## src/rtl/spi_slave_core_pkg.sv

```systemverilog
// Shared types and constants for the SPI slave core: default word width, FSM states
// and the bit positions of the latched mode word.
package spi_slave_core_pkg;

  localparam int unsigned SpiSlvDataW = 8;

  localparam int unsigned ModeCphaBit = 0;
  localparam int unsigned ModeCpolBit = 1;

  typedef enum logic [1:0] {
    StIdle,
    StLoad,
    StShift,
    StWordDone
  } spi_slv_state_e;

endpackage

```

## src/rtl/spi_slave_sync.sv

```systemverilog
// Two-flop synchronizer for an asynchronous pin, plus rise/fall detect of the
// synchronized level against a third delayed stage.
module spi_slave_sync #(
  parameter logic ResetVal = 1'b0
) (
  input  logic clk,
  input  logic rst_n,
  input  logic din,
  output logic lvl,
  output logic rise,
  output logic fall
);

  logic s1_q, s2_q, s3_q;

  always_ff @(posedge clk) begin
    if (!rst_n) begin
      s1_q <= ResetVal;
      s2_q <= ResetVal;
      s3_q <= ResetVal;
    end else begin
      s1_q <= din;
      s2_q <= s1_q;
      s3_q <= s2_q;
    end
  end

  assign lvl  = s2_q;
  assign rise = s2_q & ~s3_q;
  assign fall = ~s2_q & s3_q;

endmodule

```

## src/rtl/spi_slave_core.sv

```systemverilog
// SPI responder core: oversampled SCLK/CS_N/MOSI, all four CPOL/CPHA modes, valid/ready
// word exchange with local logic. Define SPI_SLV_ERR_FLAGS_EN for sticky error flags.
module spi_slave_core
  import spi_slave_core_pkg::*;
#(
  parameter int unsigned DATA_W = SpiSlvDataW
) (
  input  logic              i_clk,
  input  logic              i_rst_n,
  input  logic              i_sclk,
  input  logic              i_cs_n,
  input  logic              i_mosi,
  output logic              o_miso,
  output logic              o_miso_oe,
  input  logic              i_cpol,
  input  logic              i_cpha,
  input  logic              i_lsb_first,
  input  logic [DATA_W-1:0] i_tx_data,
  input  logic              i_tx_valid,
  output logic              o_tx_ready,
  output logic [DATA_W-1:0] o_rx_data,
  output logic              o_rx_valid,
  input  logic              i_rx_ready,
  output logic              o_busy,
  output logic              o_tx_underrun,
  output logic              o_rx_overrun,
  input  logic              i_clr_err
);

  localparam int unsigned CntW = (DATA_W > 1) ? $clog2(DATA_W) : 1;
  localparam logic [CntW-1:0] CntLast = CntW'(DATA_W - 1);

  logic sclk_rise, sclk_fall, unused_sclk_lvl;
  logic cs_lvl, cs_fall, unused_cs_rise;
  logic mosi_lvl, unused_mosi_rise, unused_mosi_fall;

  spi_slave_sync #(.ResetVal(1'b0)) u_sync_sclk (
    .clk  (i_clk),
    .rst_n(i_rst_n),
    .din  (i_sclk),
    .lvl  (unused_sclk_lvl),
    .rise (sclk_rise),
    .fall (sclk_fall)
  );

  spi_slave_sync #(.ResetVal(1'b1)) u_sync_cs (
    .clk  (i_clk),
    .rst_n(i_rst_n),
    .din  (i_cs_n),
    .lvl  (cs_lvl),
    .rise (unused_cs_rise),
    .fall (cs_fall)
  );

  spi_slave_sync #(.ResetVal(1'b0)) u_sync_mosi (
    .clk  (i_clk),
    .rst_n(i_rst_n),
    .din  (i_mosi),
    .lvl  (mosi_lvl),
    .rise (unused_mosi_rise),
    .fall (unused_mosi_fall)
  );

  spi_slv_state_e    state_q;
  logic [1:0]        mode_q;
  logic              lsb_q;
  logic [CntW-1:0]   cnt_q;
  logic [DATA_W-1:0] rx_sr_q, tx_sr_q, tx_buf_q, rx_data_q;
  logic              miso_q, tx_ready_q, rx_valid_q;

  logic              sample_edge, shift_edge, word_end, rx_take, load_now, tx_wr;
  logic              underrun_evt, overrun_evt;
  logic [DATA_W-1:0] rx_next, load_word;

  function automatic logic out_bit(logic [DATA_W-1:0] w, logic lsb);
    return lsb ? w[0] : w[DATA_W-1];
  endfunction

  function automatic logic [DATA_W-1:0] shift_out(logic [DATA_W-1:0] w, logic lsb);
    return lsb ? {1'b1, w[DATA_W-1:1]} : {w[DATA_W-2:0], 1'b1};
  endfunction

  always_comb begin
    sample_edge = 1'b0;
    shift_edge  = 1'b0;
    // Leading edge is rising for CPOL=0; CPHA picks which edge samples.
    if (mode_q[ModeCpolBit] ^ mode_q[ModeCphaBit]) begin
      sample_edge = sclk_fall;
      shift_edge  = sclk_rise;
    end else begin
      sample_edge = sclk_rise;
      shift_edge  = sclk_fall;
    end
    rx_next      = lsb_q ? {mosi_lvl, rx_sr_q[DATA_W-1:1]} : {rx_sr_q[DATA_W-2:0], mosi_lvl};
    word_end     = (state_q == StShift) && !cs_lvl && sample_edge && (cnt_q == CntLast);
    rx_take      = word_end && (!rx_valid_q || i_rx_ready);
    overrun_evt  = word_end && !rx_take;
    load_now     = ((state_q == StLoad) || (state_q == StWordDone)) && !cs_lvl;
    load_word    = tx_ready_q ? '1 : tx_buf_q;
    underrun_evt = load_now && tx_ready_q;
    tx_wr        = i_tx_valid && tx_ready_q;
  end

  always_ff @(posedge i_clk) begin
    if (!i_rst_n) begin
      state_q    <= StIdle;
      mode_q     <= '0;
      lsb_q      <= 1'b0;
      cnt_q      <= '0;
      rx_sr_q    <= '0;
      tx_sr_q    <= '0;
      tx_buf_q   <= '0;
      rx_data_q  <= '0;
      miso_q     <= 1'b0;
      tx_ready_q <= 1'b1;
      rx_valid_q <= 1'b0;
    end else begin
      if (rx_valid_q && i_rx_ready) rx_valid_q <= 1'b0;
      if (rx_take) begin
        rx_data_q  <= rx_next;
        rx_valid_q <= 1'b1;
      end

      if ((state_q != StIdle) && cs_lvl) begin
        state_q <= StIdle;
        cnt_q   <= '0;
        rx_sr_q <= '0;
        tx_sr_q <= '0;
        miso_q  <= 1'b0;
      end else begin
        unique case (state_q)
          StIdle: begin
            miso_q <= 1'b0;
            if (cs_fall) begin
              mode_q[ModeCpolBit] <= i_cpol;
              mode_q[ModeCphaBit] <= i_cpha;
              lsb_q               <= i_lsb_first;
              cnt_q               <= '0;
              state_q             <= StLoad;
            end
          end
          StLoad, StWordDone: begin
            tx_ready_q <= 1'b1;
            if (mode_q[ModeCphaBit]) begin
              tx_sr_q <= load_word;
            end else begin
              miso_q  <= out_bit(load_word, lsb_q);
              tx_sr_q <= shift_out(load_word, lsb_q);
            end
            state_q <= StShift;
          end
          StShift: begin
            if (sample_edge) begin
              rx_sr_q <= rx_next;
              if (cnt_q == CntLast) begin
                cnt_q   <= '0;
                state_q <= StWordDone;
              end else begin
                cnt_q <= cnt_q + 1'b1;
              end
            end
            // CPHA=0: first bit went out at load, and the trailing edge after the last
            // sample lands in the next word with cnt_q==0, so it must not shift.
            if (shift_edge && (mode_q[ModeCphaBit] || (cnt_q != '0))) begin
              miso_q  <= out_bit(tx_sr_q, lsb_q);
              tx_sr_q <= shift_out(tx_sr_q, lsb_q);
            end
          end
          default: state_q <= StIdle;
        endcase
      end

      // Placed last: a write alongside an empty-buffer load lands for the next word.
      if (tx_wr) begin
        tx_buf_q   <= i_tx_data;
        tx_ready_q <= 1'b0;
      end
    end
  end

  assign o_miso     = miso_q & ~cs_lvl;
  assign o_miso_oe  = ~cs_lvl;
  assign o_busy     = ~cs_lvl;
  assign o_tx_ready = tx_ready_q;
  assign o_rx_data  = rx_data_q;
  assign o_rx_valid = rx_valid_q;

`ifdef SPI_SLV_ERR_FLAGS_EN
  logic tx_underrun_q, rx_overrun_q;

  always_ff @(posedge i_clk) begin
    if (!i_rst_n) begin
      tx_underrun_q <= 1'b0;
      rx_overrun_q  <= 1'b0;
    end else begin
      if (underrun_evt)   tx_underrun_q <= 1'b1;
      else if (i_clr_err) tx_underrun_q <= 1'b0;
      if (overrun_evt)    rx_overrun_q  <= 1'b1;
      else if (i_clr_err) rx_overrun_q  <= 1'b0;
    end
  end

  assign o_tx_underrun = tx_underrun_q;
  assign o_rx_overrun  = rx_overrun_q;
`else
  logic unused_err;
  assign unused_err    = ^{i_clr_err, underrun_evt, overrun_evt};
  assign o_tx_underrun = 1'b0;
  assign o_rx_overrun  = 1'b0;
`endif

endmodule

```

## config.mk

```make
export PLATFORM = sky130hd
export DESIGN_NAME = spi_slave_core
export DESIGN_NICKNAME = d
export VERILOG_FILES = /design/src/rtl/spi_slave_core_pkg.sv /design/src/rtl/spi_slave_sync.sv /design/src/rtl/spi_slave_core.sv
export SDC_FILE = /design/constraint.sdc
export NUM_CORES = 1
export LEC_CHECK = 0
export CAP_MARGIN = 30
export CORE_AREA = 2 2 80 82
export CTS_CLUSTER_SIZE = 40
export DETAILED_ROUTE_END_ITERATION = 8
export DIE_AREA = 0 0 82 84
export GPL_TIMING_DRIVEN = 1
export PLACE_DENSITY = 0.72
export SETUP_SLACK_MARGIN = 0.15
export SYNTH_ARGS = -nofsm -noshare
export SYNTH_HDL_FRONTEND = slang
export SYNTH_SLANG_ARGS = --single-unit
export TNS_END_PERCENT = 20
```

## constraint.sdc

```tcl
create_clock -name i_clk -period 3.4 [get_ports i_clk]
set_input_delay 0.68 -clock i_clk [delete_from_list [all_inputs] [get_ports i_clk]]
set_output_delay 0.68 -clock i_clk [all_outputs]
set_load 0.1 [all_outputs]
```

# ---- Word-level counts from Yosys, hierarchy flattened
# Cells that the tools add are included.
dict set report totals {
  rom_bits 0
  mem_count 0
  reg_bits 51
  mem_bits_rw 0
  in_bits 19
  word_cells 95
  latch_bits 0
  out_inout_bits 15
}
dict set report op_classes {
  n_bitwise 10
  n_addsub 1
  eq_ne 10
  n_shift 0
  muxes 27
  order_cmp 0
  multipliers 0
  n_div 0
  reduce_logical 28
}
# cell count
set op_table {}
lappend op_table {{8-bit 2-to-1 mux} 6}
lappend op_table {{8-bit case mux with 2 select lines} 1}
lappend op_table {{1-bit 2-to-1 mux} 11}
lappend op_table {{2-bit nonzero test} 5}
lappend op_table {{3-bit 2-to-1 mux} 3}
lappend op_table {{3-bit AND reduction} 3}
lappend op_table {{1-bit logical AND} 8}
lappend op_table {{2-bit != test (second input constant)} 4}
lappend op_table {{2-bit AND reduction} 4}
lappend op_table {{2-bit 2-to-1 mux} 3}
lappend op_table {{2-bit case mux with 3 select lines} 1}
lappend op_table {{3-bit case mux with 2 select lines} 1}
lappend op_table {{1-bit inverter} 5}
lappend op_table {{1-bit bitwise AND} 4}
lappend op_table {{2-bit equality test (second input constant)} 2}
lappend op_table {{2-bit by 1-bit != test with 1-bit output (second input constant)} 2}
lappend op_table {{2-bit OR reduction} 2}
lappend op_table {{3-bit by 1-bit adder with 3-bit output (second input constant)} 1}
lappend op_table {{3-bit equality test (second input constant)} 1}
lappend op_table {{1-bit case mux with 3 select lines} 1}
lappend op_table {{3-bit nonzero test} 1}
lappend op_table {{2-bit by 1-bit equality test with 1-bit output (second input constant)} 1}
lappend op_table {{1-bit zero test} 2}
lappend op_table {{2-bit zero test} 1}
lappend op_table {{other kinds (2)} 3}

# ---- Longest topological paths before layout
# Gate-level depths: netlist of run 1.
dict set report logic_depth {
  word_depth 7
  mapped_depth 6
  depth_no_buf 6
}

# ---- Modules after synthesis
# From an unflattened synthesis of run 1, not the netlist that was laid out.
dict set report unflattened {
  hier_cells 279
  area_unflattened_um2 2512.4
}
# module instances cells_per_inst seq_area_each_um2 area_per_inst_um2
set by_module_without_submodules {}
lappend by_module_without_submodules {spi_slave_core 1 255 860.8 2238.4}
lappend by_module_without_submodules {spi_slave_sync 3 8 60.1 91.3}

# ---- Least setup slack after synthesis of run 1
# Ideal clock, no wire load.
dict set report synth_timing {
  path_kind {register to output}
  startpoint {register u_sync_cs.s2_q, in the netlist u_sync_cs.lvl}
  endpoint {output port o_miso}
  stages_incl_launch_ff 2
  setup_slack_ps 1055
  required_time_ps 2720
  t_arrival_ps 1665
  path_cell_list {dfxtp_1 > nor2b_1}
}
dict set report synth_via {
  elab_chain_len 2
}
# element line_no
set synth_rtl {}
lappend synth_rtl {{start, declared} spi_slave_sync.sv:14} ;# logic s1_q, s2_q, s3_q;
lappend synth_rtl {{start signal, assigned} spi_slave_sync.sv:19} ;# s2_q <= ResetVal;
lappend synth_rtl {{start signal, assigned} spi_slave_sync.sv:23} ;# s2_q <= s1_q;
lappend synth_rtl {{1-bit inverter} spi_slave_core.sv:181} ;# assign o_miso = miso_q & ~cs_lvl;
lappend synth_rtl {{1-bit bitwise AND} spi_slave_core.sv:181}
lappend synth_rtl {{end, declared} spi_slave_core.sv:13} ;# output logic o_miso,
# Every way passes these cells.

# ---- Worst setup path after layout of run 1
dict set report layout_timing {
  startpoint {register rx_data_q[7], in the netlist o_rx_data[7]}
  endpoint {output port o_rx_data[7]}
}
# element line_no
set layout_lines {}
lappend layout_lines {{start, declared} spi_slave_core.sv:68} ;# logic [DATA_W-1:0] rx_sr_q, tx_sr_q, tx_buf_q, rx_data_q;
lappend layout_lines {{start signal, assigned} spi_slave_core.sv:120} ;# rx_data_q <= rx_next;
lappend layout_lines {{end, declared} spi_slave_core.sv:21} ;# output logic [DATA_W-1:0] o_rx_data,
# No word-level cell between the ends.

==> results of run 1 <==
[sequential cells by signal (all words and copies together) (netlist names)]
name and count:
u_sync_mosi.s1_q 1, u_sync_cs.lvl 1, u_sync_sclk.s3_q 1, tx_buf_q 8, rx_sr_q 8, tx_sr_q 8, cnt_q 3, lsb_q 1
o_rx_data 8, u_sync_mosi.lvl 1, u_sync_cs.s1_q 1, u_sync_sclk.s1_q 1, u_sync_cs.s3_q 1, u_sync_sclk.lvl 1, miso_q 1, o_tx_ready 1
o_rx_valid 1, state_q 2, mode_q 2
[power by group through the flow]
| stage | combinational, uW | sequential (uW) | clock [uW] |
|---|---|---|---|
| after floorplan | 97.4 | 643 | 0 |
| after global placement | 132 | 644 | 0 |
| after detailed placement | 134 | 645 | 0 |
| after CTS | 135 | 631 | 446 |
| after global routing | 146 | 634 | 472 |
| final | 134 | 631 | 432 |
[cell families (layout without fill, tap and decap cells)]
logic type,count (synthesis),after routing,share of synthesized area [%]
xor+xnor,1,1,0.3355
buf+inv,29,45,4.983
flops,51,51,39.10
mux,45,45,18.02
other cells,1,2,0.1436
compound gates,46,46,13.42
simple gates,113,113,22.57
fa+ha+maj,3,3,1.438
[cells in the final DEF, fill, tap and decap left out, types with 2 or more instances in the layout]
master	n
and2_1	6
nand2_1	40
dfxtp_1	51
nand3_1	11
nor2_1	12
inv_1	4
ha_1	3
a21boi_0	8
conb_1	2
nand2b_1	4
nor3b_1	2
o221ai_1	6
nor3_1	17
mux2_2	16
a211o_1	7
and2b_1	2
clkdlybuf4s50_1	25
o21a_1	2
nor2b_1	10
clkbuf_8	5
a21oi_1	10
o21ai_0	6
buf_4	8
mux2i_1	29
[routing by layer]
layer  up-vias  track usage (%)  routed length, um  share of wire [%]
met2        38            27.12               2667                 50
li1       1047                -                  -                  -
met4         0            5.152                 40               0.75
met5         -                0                  0                  0
met1       960            22.34               2417                 45
met3         2            4.329                200                3.8
[how the worst min path moves through the flow]
stage                    endpoint  slack [ns]  cells past startpoint      startpoint
floorplan           u_sync_cs.lvl        0.39                      1  u_sync_cs.s1_q
global placement    u_sync_cs.lvl        0.40                      1  u_sync_cs.s1_q
detailed placement  u_sync_cs.lvl        0.40                      1  u_sync_cs.s1_q
CTS                 u_sync_cs.lvl        0.42                      1  u_sync_cs.s1_q
global route        u_sync_cs.lvl        0.45                      1  u_sync_cs.s1_q
finish              u_sync_cs.lvl        0.42                      1  u_sync_cs.s1_q
[per-stage QoR]
stage	cells	hold WS, ns	util, %
floorplan	290	0.3863	-
global placement	375	0.3980	47.68
detailed placement	375	0.3952	47.68
CTS	383	0.4208	49.59
global route	383	0.4459	49.59
finish	383	0.4186	49.59
[area by class of cell]
class,count,share of cell area [%]
inverters,4,0.4967
clock buffers,5,2.276
flip-flops and latches,51,33.77
repair buffers,33,10.26
well taps,77,3.187
multi-input cells,210,48.43
clock inverters,3,1.573
==> results.py, run 1 <==
metrics = {
    "worst_setup_path": {
        "cp_num_buf_inv": 1,
        "worstPathCellList": "clkdlybuf4s50_1",
        "cp-end-kind": "primary output",
        "worstPathRequired_ns": 2.72,
        "path_class": "reg -> out",
        "rr_startpoint": "mode_q[0]",
        "ff2ff_path_depth": 4,
        "cp.arrival_ns": 1.79,
        "r2r-end": "cnt_q[0]",
        "critPathSlowestCell": "clkdlybuf4s50_1",
        "worstPathMaxFanout": 2,
        "slowest_delay_ns": 1.13,
        "critPathLaunchType": "flop",
        "startpoint": "o_rx_data[7]",
        "r2r_setup_slack_ns": 1.16,
        "crit_family": "buffers and inverters",
        "cp.depth": 1,
        "endpoint": "o_rx_data[7]",
    },
    "finish": {
        "multi_input_area_um2": 1464,
        "area_growth_pct": 15.76,
        "drive_gt1_share_pct": 12.75,
        "num-fill-cells": 593,
        "antenna_cells": 0,
        "layout.nets": 327,
        "ff_latch_area_um2": 1021,
        "final_area_um2": 3023,
    },
    "power_and_ir_drop": {
        "p_per_area_nw_per_um2": 396.0,
        "swShare_pct": 25.42,
        "power_uw": 1197,
        "seqPwrFrac_pct": 52.7,
        "intPower_uw": 892.8,
        "p_clk_share_pct": 36.1,
        "switchingPower_uw": 304.3,
        "power.leakage_uw": 0.001203,
        "peakVddDrop_v": 0.0002874,
        "p_comb_share_pct": 11.2,
    },
    "synthesis": {
        "ys_top_cells_by_count": "51 x dfxtp_1, 40 x nand2_1, 29 x mux2i_1",
        "syn-instance-count": 289,
        "synth.most_common_cell": "dfxtp_1",
        "yosysSeqAreaShare_pct": 39.10,
        "synth.avg_cell_area_um2": 9.035,
        "yosysUniqueCellTypes": 41,
        "synth_ff_type": "dfxtp_1",
        "yosysTopAreaCell": "dfxtp_1",
        "yosysWarnings": 0,
        "yosys.area.top_type_share_pct": 39.10,
        "synth_area_leaders": "dfxtp_1 39%, mux2i_1 11%, mux2_2 6.9%, nand2_1 5.7%, nor3_1 3.3%",
        "synth-async-reset-ratio_pct": 0,
        "syn_area_um2": 2611,
        "ys_ff_latch": 51,
        "synth_edf_count": 0,
    },
    "sta": {
        "fin_crit_ns": 2.467,
        "finalMaxSlewViolations": 0,
        "fmax_ghz": 0.4054,
        "fin_skew_ns": 0.009414,
        "setup-violations-final": 0,
        "rsz0062_at_grt": "no",
        "finalSetupTns_ns": 0,
        "fin_ws_ns": 0.9330,
        "tightest_slew_ns": 0.9665,
        "post-route-period-util_pct": 72.56,
        "finalHoldViolations": 0,
        "slew_headroom_pct": 35.36,
    },
    "floorplan": {
        "core.rowCount": 29,
        "ios": 34,
        "die_y_um": 84,
        "die_w_um": 82,
        "core_area_um2": 6096,
        "initial_core_util_pct": 42.84,
        "die_area_um2": 6888,
    },
    "grt": {
        "overflow": 0,
        "track_usage_pct": 17.00,
        "grt_max_degree": 28,
        "grt_pass1_wl_um": 9197,
        "antenna_found_initial": 0,
        "first_global_vias": 1932,
    },
    "cts": {
        "insertion_delay_ns": 0.30,
        "cts_tree": "built",
        "hold_buffers": 0,
        "cts_made_buffers": 5,
        "h-tree-depth": 2,
        "clockRootBuffer": "clkbuf_8",
        "clk_pin_slew_worst_paths_ns": 0.10,
        "cts_max_path_buffers": 2,
        "clock_sink_count": 51,
        "postCtsSetupBuffers": 0,
        "cts-resized-gates": 0,
    },
    "outcome": {
        "status": "finished, final reports clean",
    },
    "route": {
        "dr.pass1.iters": 4,
        "vias": 2047,
        "drt_drc_violations_left": 0,
        "vias_per_cell": 5.345,
        "wl_per_cell_um": 13.90,
        "wirelength_um": 5325,
        "drt-initial-drc-count": 116,
        "antenna_left": 0,
    },
    "min_path": {
        "worstHoldPathType": "reg -> reg",
    },
    "placement": {
        "place_ws_ns": 0.7929,
        "numPortBuffers": 30,
        "place_area_um2": 2907,
        "dpl.hpwl_um": 3810,
        "place_congestion": 0.7938,
    },
    "job": {
        "drv_cap": 0,
    },
}
(Power assumes the default switching activity.)
==> run 2: changes to the inputs <==
Settings changed: PLACE_DENSITY 0.72 to 0.75.
Clock period 3.4 ns to 2.1 ns, I/O delays scaled along.
==> run 2 against run 1 <==
Effect of this change:
- sequential cell count unchanged
- hold slack worse by 0.00088 ns
- register-to-register slack worse by 0.76 ns
- cell count up 1.8%
- combinational power up 70%
- first-iteration DRC count down 16%
- global-route usage up 0.21 points
- non-clock buffer count up 7
- via count up 2.8%
- sequential power up 62%
- largest power group unchanged
- highest routed layer unchanged
==> results.py, run 2 (same netlist as run 1, synthesis figures left out) <==
metrics = {
    "outcome": {
        "status": "finished, final reports clean",
    },
    "finish": {
        "final_common_cell": "dfxtp_1",
        "antenna_cells": 0,
        "area_growth_pct": 18.16,
        "layout_common_cells": "50 x dfxtp_1, 40 x nand2_1, 29 x mux2i_1",
        "drive_gt1_share_pct": 17.89,
        "layout.nets": 334,
        "num-fill-cells": 587,
    },
    "cts": {
        "insertion_delay_ns": 0.30,
        "hold_buffers": 0,
        "cts_made_buffers": 5,
        "clock_sink_count": 51,
        "cts_max_path_buffers": 2,
        "clockRootBuffer": "clkbuf_8",
        "postCtsSetupBuffers": 0,
        "cts_tree": "built",
        "cts-resized-gates": 0,
        "h-tree-depth": 2,
        "clk_pin_slew_worst_paths_ns": 0.10,
    },
    "floorplan": {
        "ios": 34,
        "core_area_um2": 6096,
        "die_area_um2": 6888,
        "core.rowCount": 29,
        "die_y_um": 84,
        "initial_core_util_pct": 42.84,
        "die_w_um": 82,
    },
    "worst_setup_path": {
        "r2r-end": "tx_sr_q[3]",
        "critPathLaunchType": "flop",
        "cp.depth": 5,
        "cp_num_buf_inv": 1,
        "worstPathRequired_ns": 2.34,
        "path_class": "reg -> reg",
        "crit_family": "simple AND/OR/NAND/NOR gates",
        "critPathSlowestCell": "nor3_4",
        "slowest_delay_ns": 0.40,
        "endpoint": "tx_sr_q[3]",
        "cp.arrival_ns": 1.94,
        "worstPathCellList": "buf_4 -> and4b_1 -> o21a_1 -> nor3_4 -> mux2i_1",
        "r2r_setup_slack_ns": 0.40,
        "worstPathMaxFanout": 20,
        "cp-end-kind": "flop",
        "ff2ff_path_depth": 5,
        "startpoint": "mode_q[0]",
        "rr_startpoint": "mode_q[0]",
    },
    "sta": {
        "finalHoldViolations": 0,
        "finalSetupTns_ns": 0,
        "post-route-period-util_pct": 81.03,
        "rsz0062_at_grt": "no",
        "slew_headroom_pct": 63.87,
        "fin_skew_ns": 0.01252,
        "tightest_slew_ns": 0.5412,
        "setup-violations-final": 0,
        "fmax_ghz": 0.5877,
        "fin_crit_ns": 1.702,
        "fin_ws_ns": 0.3985,
        "finalMaxSlewViolations": 0,
    },
    "power_and_ir_drop": {
        "power.leakage_uw": 0.001267,
        "peakVddDrop_v": 0.0004057,
        "p_per_area_nw_per_um2": 636.5,
    },
    "route": {
        "vias_per_cell": 5.395,
        "drt-initial-drc-count": 97,
        "wirelength_um": 5442,
        "drt_drc_violations_left": 0,
        "wl_per_cell_um": 13.95,
        "dr.pass1.iters": 4,
        "vias": 2104,
        "antenna_left": 0,
    },
    "grt": {
        "grt_pass1_wl_um": 9522,
        "first_global_vias": 2027,
        "overflow": 0,
        "track_usage_pct": 17.21,
        "antenna_found_initial": 0,
        "grt_max_degree": 37,
    },
    "placement": {
        "dpl.hpwl_um": 3865,
        "place_ws_ns": 0.3349,
        "numPortBuffers": 30,
        "place_congestion": 0.7991,
    },
    "job": {
        "drv_cap": 0,
    },
    "min_path": {
        "worstHoldPathType": "reg -> reg",
    },
}
## run 2: through the flow
stage | hold WS (ns) | utilization, % | area (um2) | power [uW] | instances
CTS | 0.4301 | 50.62 | 3085 | 1973 | 390
global route | 0.4368 | 50.62 | 3085 | 2028 | 390
detailed placement | 0.4075 | 48.69 | 2968 | 1273 | 382
floorplan | 0.3863 | - | 2619 | 1199 | 290
global placement | 0.3900 | 48.69 | 2968 | 1270 | 382
finish | 0.4177 | 50.62 | 3085 | 1964 | 390
## run 2: worst reg2reg max path, stage by stage (launching register included)
cell     delay, ns
dfxtp_1       0.35
buf_4         0.22
and4b_1       0.22
o21a_1        0.22
nor3_4        0.40
mux2i_1       0.23
## run 2: report_power, final
part           switching (uW)  internal, uW  total, uW
logic                     125           104        228
registers                32.2           992       1020
clock network             325           386        711
total                     482          1480       1960
## run 2: per-layer routing
metal	share of wire, %	vias to the layer above	global-route usage, %
met5	0	-	0
met1	46	998	22.55
li1	-	1062	-
met2	50	37	29.05
met4	1.1	0	3.636
met3	3.3	7	3.247
## run 2: worst min path at each step
| stage | start | endpoint | depth (start not counted) |
|---|---|---|---|
| after CTS | u_sync_cs.s1_q | u_sync_cs.lvl | 1 |
| final | u_sync_cs.s1_q | u_sync_cs.lvl | 1 |
| after global routing | u_sync_cs.s1_q | u_sync_cs.lvl | 1 |
| after floorplan | u_sync_cs.s1_q | u_sync_cs.lvl | 1 |
| after global placement | u_sync_cs.s1_q | u_sync_cs.lvl | 1 |
| after detailed placement | u_sync_cs.s1_q | u_sync_cs.lvl | 1 |
## run 2: final cells by class
type | instances | area (um2) | share of cell area [%]
multi-input combinational | 210 | 1466 | 47.53
sequential | 51 | 1022 | 33.13
timing repair buffer | 40 | 367.9 | 11.92
tap | 77 | 96.34 | 3.122
clock buffer | 6 | 82.58 | 2.676
clock inverter | 2 | 35.03 | 1.135
inverter | 4 | 15.01 | 0.4866
